--- src/rtl/chal_store.sv ---
// Challenge byte store: loads up to C_DEPTH bytes through a valid/ready write port
// and serves zero-latency reads gated by the number of bytes written.
module chal_store #(
    parameter int unsigned C_MEMDATAWIDTH = 8,
    parameter int unsigned C_MEMADDRWIDTH = 24,
    parameter int unsigned C_DEPTHLOG     = 6
) (
    input  logic                      I_sclk,
    input  logic                      I_rst,
    input  logic                      I_load_start,
    input  logic                      I_load_end,
    input  logic                      I_wr_valid,
    input  logic [C_MEMDATAWIDTH-1:0] I_wr_data,
    output logic                      O_wr_ready,
    input  logic [C_MEMADDRWIDTH-1:0] I_mem_addr,
    output logic [C_MEMDATAWIDTH-1:0] O_mem_data,
    output logic                      O_loaded,
    output logic [C_DEPTHLOG:0]       O_count,
    output logic [C_MEMDATAWIDTH-1:0] O_chksum,
    output logic                      O_err
);

    localparam int unsigned C_DEPTH = 2 ** C_DEPTHLOG;
    localparam int unsigned CW      = C_DEPTHLOG + 1;

    localparam logic [1:0] ST_IDLE = 2'd0;
    localparam logic [1:0] ST_LOAD = 2'd1;
    localparam logic [1:0] ST_FULL = 2'd2;
    localparam logic [1:0] ST_DONE = 2'd3;

    logic [1:0]                r_state;
    logic [1:0]                w_state_nxt;
    logic                      w_ready;
    logic                      w_loaded;
    logic                      w_wr_acc;
    logic                      w_last;
    logic                      w_rd_ok;
    logic [CW-1:0]             r_count;
    logic [C_MEMDATAWIDTH-1:0] r_chksum;
    logic                      r_err;
    logic [C_MEMDATAWIDTH-1:0] r_mem [C_DEPTH];

    // The count doubles as the write pointer; it never wraps.
    assign w_wr_acc = I_wr_valid & w_ready & ~I_load_start;
    assign w_last   = (r_count == CW'(C_DEPTH - 1));

    always_ff @(posedge I_sclk or posedge I_rst) begin
        if (I_rst) begin
            r_state <= ST_IDLE;
        end else begin
            r_state <= w_state_nxt;
        end
    end

    always_comb begin
        w_state_nxt = r_state;
        w_ready     = 1'b0;
        w_loaded    = 1'b0;
        case (r_state)
            ST_LOAD: w_ready  = 1'b1;
            ST_FULL: w_loaded = 1'b1;
            ST_DONE: w_loaded = 1'b1;
            default: ;
        endcase
        if (I_load_start) begin
            w_state_nxt = ST_LOAD;
        end else if (r_state == ST_LOAD) begin
            if (I_wr_valid && w_last) begin
                w_state_nxt = ST_FULL;
            end else if (I_load_end) begin
                w_state_nxt = ST_DONE;
            end
        end
    end

    // Load start wins over any write or close arriving in the same cycle.
    always_ff @(posedge I_sclk or posedge I_rst) begin
        if (I_rst) begin
            r_count  <= '0;
            r_chksum <= '0;
            r_err    <= 1'b0;
            for (int unsigned i = 0; i < C_DEPTH; i++) begin
                r_mem[i] <= '0;
            end
        end else if (I_load_start) begin
            r_count  <= '0;
            r_chksum <= '0;
            r_err    <= 1'b0;
        end else begin
            if (w_wr_acc) begin
                r_mem[r_count[C_DEPTHLOG-1:0]] <= I_wr_data;
                r_count                        <= r_count + CW'(1);
                r_chksum                       <= r_chksum ^ I_wr_data;
            end
            if (I_wr_valid && !w_ready) begin
                r_err <= 1'b1;
            end
        end
    end

    assign w_rd_ok = (I_mem_addr < C_MEMADDRWIDTH'(C_DEPTH)) &&
                     (I_mem_addr < C_MEMADDRWIDTH'(r_count));

    assign O_mem_data = w_rd_ok ? r_mem[I_mem_addr[C_DEPTHLOG-1:0]] : '0;
    assign O_wr_ready = w_ready;
    assign O_loaded   = w_loaded;
    assign O_count    = r_count;
    assign O_chksum   = r_chksum;
    assign O_err      = r_err;

endmodule

--- config.mk ---
export PLATFORM = sky130hd
export DESIGN_NAME = chal_store
export DESIGN_NICKNAME = d
export VERILOG_FILES = /design/src/rtl/chal_store.sv
export SDC_FILE = /design/constraint.sdc
export NUM_CORES = 1
export LEC_CHECK = 0
export BUFFER_PORTS_ARGS = -buffer_cell sky130_fd_sc_hd__buf_2
export CORE_MARGIN = 2
export CORE_UTILIZATION = 45
export CTS_CLUSTER_DIAMETER = 100
export DETAILED_ROUTE_END_ITERATION = 8
export GPL_ROUTABILITY_DRIVEN = 0
export PLACE_DENSITY = 0.63
export SETUP_SLACK_MARGIN = 0.02
export SYNTH_ARGS = -nofsm -noshare
export SYNTH_HDL_FRONTEND = slang
export SYNTH_SLANG_ARGS = --single-unit
--- constraint.sdc ---
create_clock -name I_sclk -period 28.6 [get_ports I_sclk]
set_input_delay 0 -clock I_sclk [delete_from_list [all_inputs] [get_ports I_sclk]]
set_output_delay 0 -clock I_sclk [all_outputs]
set_load 0.03 [all_outputs]
# Word level (Yosys, flattened, before mapping)
# Index checks and enable logic that the tools add are counted.
[word_totals]
n_memories = 0
latchBits = 0
inputBits = 37
regBits = 530
output_inout_bits = 26
mem_bits_rw = 0
romBits = 0
[op_classes]
shifts = 0
bitwise = 6
addsub = 1
muxes = 19
n_div = 0
n_eq_ne = 4
reduce_logical = 12
order_cmp = 5
multipliers = 0
[op_table]
columns = ["operator", "count"]
rows = [
  ["bitwise mux 512 bit", 1],
  ["binary-select mux 8 bit (select 6 bit)", 1],
  ["demux 8 bit (select 6 bit)", 1],
  ["2-to-1 mux 8 bit", 6],
  ["< comparator 24 x 7 -> 1 bit", 1],
  ["< comparator 24 x 7 -> 1 bit, second input constant", 1],
  [">= comparator 7 bit, second input constant", 2],
  ["2-to-1 mux 7 bit", 2],
  ["NOT 6 -> 7 bit", 2],
  ["2-to-1 mux 2 bit", 4],
  ["bitwise XOR 8 bit", 1],
  ["adder 7 x 1 -> 7 bit, second input constant", 1],
  ["== test 7 x 6 -> 1 bit, second input constant", 1],
  ["< comparator 7 x 1 -> 1 bit, second input constant", 1],
  ["nonzero test 2 bit", 3],
  ["== test 2 bit, second input constant", 2],
  ["logical AND 1 bit", 4],
  ["2-to-1 mux 1 bit", 4],
  ["AND reduction 2 bit", 2],
  ["nonzero test 3 bit", 1],
  ["bitwise AND 1 bit", 2],
  ["== test 2 x 1 -> 1 bit, second input constant", 1],
  ["OR reduction 2 bit", 1],
  ["logical NOT 1 bit", 1],
  ["NOT 1 bit", 1],
]

# Longest topological paths before layout
[depth]
depth_word = 6
depth_mapped = 10
depth_no_buf = 7

# Worst setup path after synthesis
# OpenSTA, ideal clock, no wires.
[synth_timing]
kind = "flip-flop to output port"
from = "register r_count[5] (netlist: O_count[5])"
to = "output port O_mem_data[0]"
required_ns = 28.600
t_arrival_ns = 2.830
path_stages_with_launch = 8
slack_ns = 25.770
path_buffers = 0
cell_sequence = "dfrtp_1 > clkinv_1 > ha_1 > a21oi_1 > o311ai_0 > a211oi_1 > o21ai_1 > nor4_1"
[synth_via]
elab_chain_cells = 3
[synth_rtl]
columns = ["element", "line", "text"]
rows = [
  ["start, declared", "38", "logic [CW-1:0] r_count;"],
  ["start signal, assigned", "92", "r_count <= r_count + CW'(1);"],
  ["< comparator 24 x 7 -> 1 bit", "102", "(I_mem_addr < C_MEMADDRWIDTH'(r_count));"],
  ["logical AND 1 bit", "101", "assign w_rd_ok = (I_mem_addr < C_MEMADDRWIDTH'(C_DEPTH)) &&"],
  ["2-to-1 mux 8 bit", "104", "assign O_mem_data = w_rd_ok ? r_mem[I_mem_addr[C_DEPTHLOG-1:0]] : '0;"],
  ["end, declared", "16", "output logic [C_MEMDATAWIDTH-1:0] O_mem_data,"],
]
# Every way passes these cells.

# Final worst setup path
[layout_timing]
from = "register r_count[5] (netlist: O_count[5])"
to = "output port O_mem_data[2]"
# The elaborated chain is that of the path after synthesis.

==> flow_summary.json <==
{
  "die_h_um": 237,
  "n_fill_cell": 4531,
  "seq_area_frac_synth_pct": 54.1,
  "worst_slack_ns": 24.11,
  "numCtsBuffers": 57,
  "p_comb_share_pct": 6.0,
  "drt_iter0_drc": 997,
  "hold_ws_ns": 0.186,
  "seq_power_share_pct": 47.5,
  "worstRegToRegCells": 5,
  "final_nets": 1670,
  "min_period_over_period_pct": 15.7,
  "crit_end": "O_mem_data[2]",
  "worstPathArrival_ns": 4.49,
  "crit_family": "compound AO/OA/AOI/OAI gates",
  "synth_nets": 1645,
  "slew_viol_final": 0,
  "cp_num_buf_inv": 2,
  "max_freq_ghz": 0.223,
  "port_buffers": 62,
  "antenna_found_initial": 0,
  "avgViaCountPerCell": 5.97,
  "avgRoutedWirePerCell_um": 25.4,
  "switching_share_pct": 22.6,
  "dp_hpwl_um": 36900,
  "initial_utilization_pct": 45.6,
  "synth_cells": 1601,
  "grt_max_degree": 180,
  "tns_ns": 0,
  "hp-class": "in2async",
  "reg2reg_setup_slack_ns": 25.13,
  "slew_headroom_pct": 21.2,
  "rows": 85,
  "cp.depth": 8,
  "synth_top_cell_by_area": "dfrtp_1",
  "synth_edf_count": 0,
  "vdd_drop_max_v": 0.0000430,
  "crit_type": "reg2out",
  "drive_above_1_share_pct": 51.0,
  "ys.flop_type": "dfrtp_1",
  "end_kind": "output port",
  "clk_pin_slew_ns": 0.06,
  "fin_skew_ns": 0.0185,
  "overflow": 0,
  "ys_top_cells_by_area": "dfrtp_1 54%, mux2_2 25%, mux4_2 12%, clkbuf_1 1.2%, nand2_1 0.93%",
  "synth.ff_latch_count": 530,
  "rsz0062_at_grt": "no",
  "ant_nets": 0,
  "clock_latency_ns": 0.60,
  "p_leak_nw": 13.2,
  "dieArea_mm2": 0.0564,
  "worstPathMaxFanout": 14,
  "grt_use_total_pct": 21.8,
  "setup_violations": 0,
  "start_kind": "flip-flop",
  "clock_sink_count": 530,
  "avgSynthCellArea_um2": 15.3,
  "p_clk_share_pct": 46.5,
  "critical_path_required_ns": 28.60,
  "area_growth_pct": 11.3,
  "h-tree-depth": 2,
  "intPower_w": 0.00126,
  "core_mm2": 0.0538,
  "ctsResizeCount": 0,
  "synth_top_area_share_pct": 54.1,
  "finalHoldViolCount": 0,
  "tightest_slew_ns": 1.18,
  "power_switching_w": 0.000368,
  "period_needed_ns": 4.49,
  "synth.distinct_cells": 49,
  "yosysWarnings": 0,
  "grt_pass1_wl_um": 93500,
  "crit_chain": "clkinv_1, ha_1, a21oi_1, o311ai_0, a211oi_1, o21ai_1, nor4_1, buf_2",
  "cap_violations": 0,
  "p_per_area_mw_per_mm2": 59.6,
  "first_pass_iters": 5,
  "status": "finished clean",
  "clockRootBuffer": "clkbuf_16",
  "via_count": 14100,
  "r2r-end": "r_mem[109]$_DFFE_PP0P_",
  "synthesis.area_mm2": 0.0245,
  "detailedPlace.worstSlack_ns": 24.87,
  "async_flop_share_pct": 100,
  "clockBufferDepth": 3,
  "io-pin-count": 63,
  "tritoncts": "done",
  "wl_um": 60100,
  "synth_most_common_cell": "mux2_2",
  "synth_common_cells": "541 x mux2_2, 530 x dfrtp_1, 130 x mux4_2",
  "timing.rr.start": "r_state[1]$_DFFE_PP0P_",
  "drc": 0,
  "die_width_um": 237,
  "grt_pass1_vias": 14600,
  "startpoint": "O_count[5]$_DFFE_PP0P_",
  "cp_slowest_cell": "nor4_1",
  "crit_path_max_incr_delay_ns": 0.79,
  "n_antenna_cell": 0
}
## flip-flops by register name, summed over array words and instances, names as in the netlist
signal / count
O_count: 7
O_chksum: 8
r_state: 2
r_mem: 512
O_err: 1
## power groups by stage
stage,combinational (W),sequential [W],clock (W)
global route,0.000107,0.000774,0.000803
finish,0.0000974,0.000773,0.000756
CTS,0.0000996,0.000773,0.000770
global placement,0.0000971,0.000786,0
floorplan,0.0000693,0.000787,0
detailed placement,0.0000988,0.000786,0
## area by class of cell
cell class / count / area [um2] / share of cell area, %
Clock buffer: 90 / 1700 / 6.23
Timing Repair Buffer: 81 / 493 / 1.81
Clock inverter: 12 / 215 / 0.789
Sequential cell: 530 / 13300 / 48.6
Multi-Input combinational cell: 946 / 10700 / 39.2
Tap cell: 696 / 871 / 3.19
Inverter: 10 / 45.0 / 0.165
## worst reg2reg max path, delay by kind of cell (launching register included)
kind          cells  cell delay, ns
simple gates      4            2.49
mux               1            0.46
flops             1            0.42
## cell usage in the layout (no fill, tap or decap), drive strengths merged, types with 2 or more instances in the layout
cell type    netlist  routed
clkbuf            79      90
xor2               8       8
nor2              32      32
o211ai             7       7
or3                2       2
inv                8       8
nor3              29      29
ha                 7       7
o21ai              4       4
nor2b              6       6
buf               36      76
and3b              3       3
bufinv             0       6
nand4              3       3
nand2b             5       5
nor4              17      17
nand2             70      70
nand3              6       6
xnor2              4       4
a21oi             13      13
clkinv             2       6
mux2i             11      11
and3               2       2
dlygate4sd3        0       5
a22oi             14      14
o22ai             14      14
mux4             130     130
clkinvlp           0       2
o31ai              7       7
mux2             541     541
dfrtp            530     530
## per-layer routing
| layer | GRT usage (%) | vias to the layer above | wire length, um |
|---|---|---|---|
| li1 | - | 6032 | - |
| met1 | 31.9 | 7676 | 27800 |
| met2 | 34.2 | 309 | 28400 |
| met3 | 3.21 | 92 | 2540 |
| met4 | 6.35 | 0 | 1450 |
| met5 | 0 | - | 0 |
## kinds of logic (layout without fill, tap and decap cells)
logic type / count (synthesis) / in the layout / synth area share, %
muxes: 682 / 682 / 37.2
DFF: 530 / 530 / 54.1
and+or+nand+nor: 178 / 178 / 3.76
buffers and inverters: 125 / 193 / 2.29
AOI/OAI and AO/OA: 67 / 67 / 1.83
xor gates and xnor gates: 12 / 12 / 0.429
adders and majority gates: 7 / 7 / 0.357
## worst min-delay path by stage
stage	startpoint	to	slack [ns]
6_report	I_rst	r_mem[122]$_DFFE_PP0P_	0.19
5_1_grt	I_wr_data[3]	O_chksum[3]$_DFFE_PP0P_	0.26
4_1_cts	I_wr_data[2]	O_chksum[2]$_DFFE_PP0P_	0.20
3_5_place_dp	I_rst	r_mem[122]$_DFFE_PP0P_	0.31
3_3_place_gp	I_rst	r_mem[98]$_DFFE_PP0P_	0.30
2_1_floorplan	I_wr_valid	r_state[0]$_DFFE_PP0P_	0.22
## through the flow
stage | cell area, um2 | power [W] | instances | utilization [%]
after floorplan | 24500 | 0.000856 | 1601 | -
after global placement | 25300 | 0.000883 | 2258 | 47.0
after detailed placement | 25300 | 0.000885 | 2258 | 47.0
after CTS | 27300 | 0.00164 | 2365 | 50.7
after global routing | 27300 | 0.00168 | 2365 | 50.7
final | 27300 | 0.00163 | 2365 | 50.7
## repair_timing
| action | 4_1_cts | 5_1_grt |
|---|---|---|
| buffers inserted | 0 | 0 |
| hold buffers | 5 | 0 |
| hold endpoints to repair | 146 | 0 |
No activity file was read; power rests on OpenSTA's default activity.
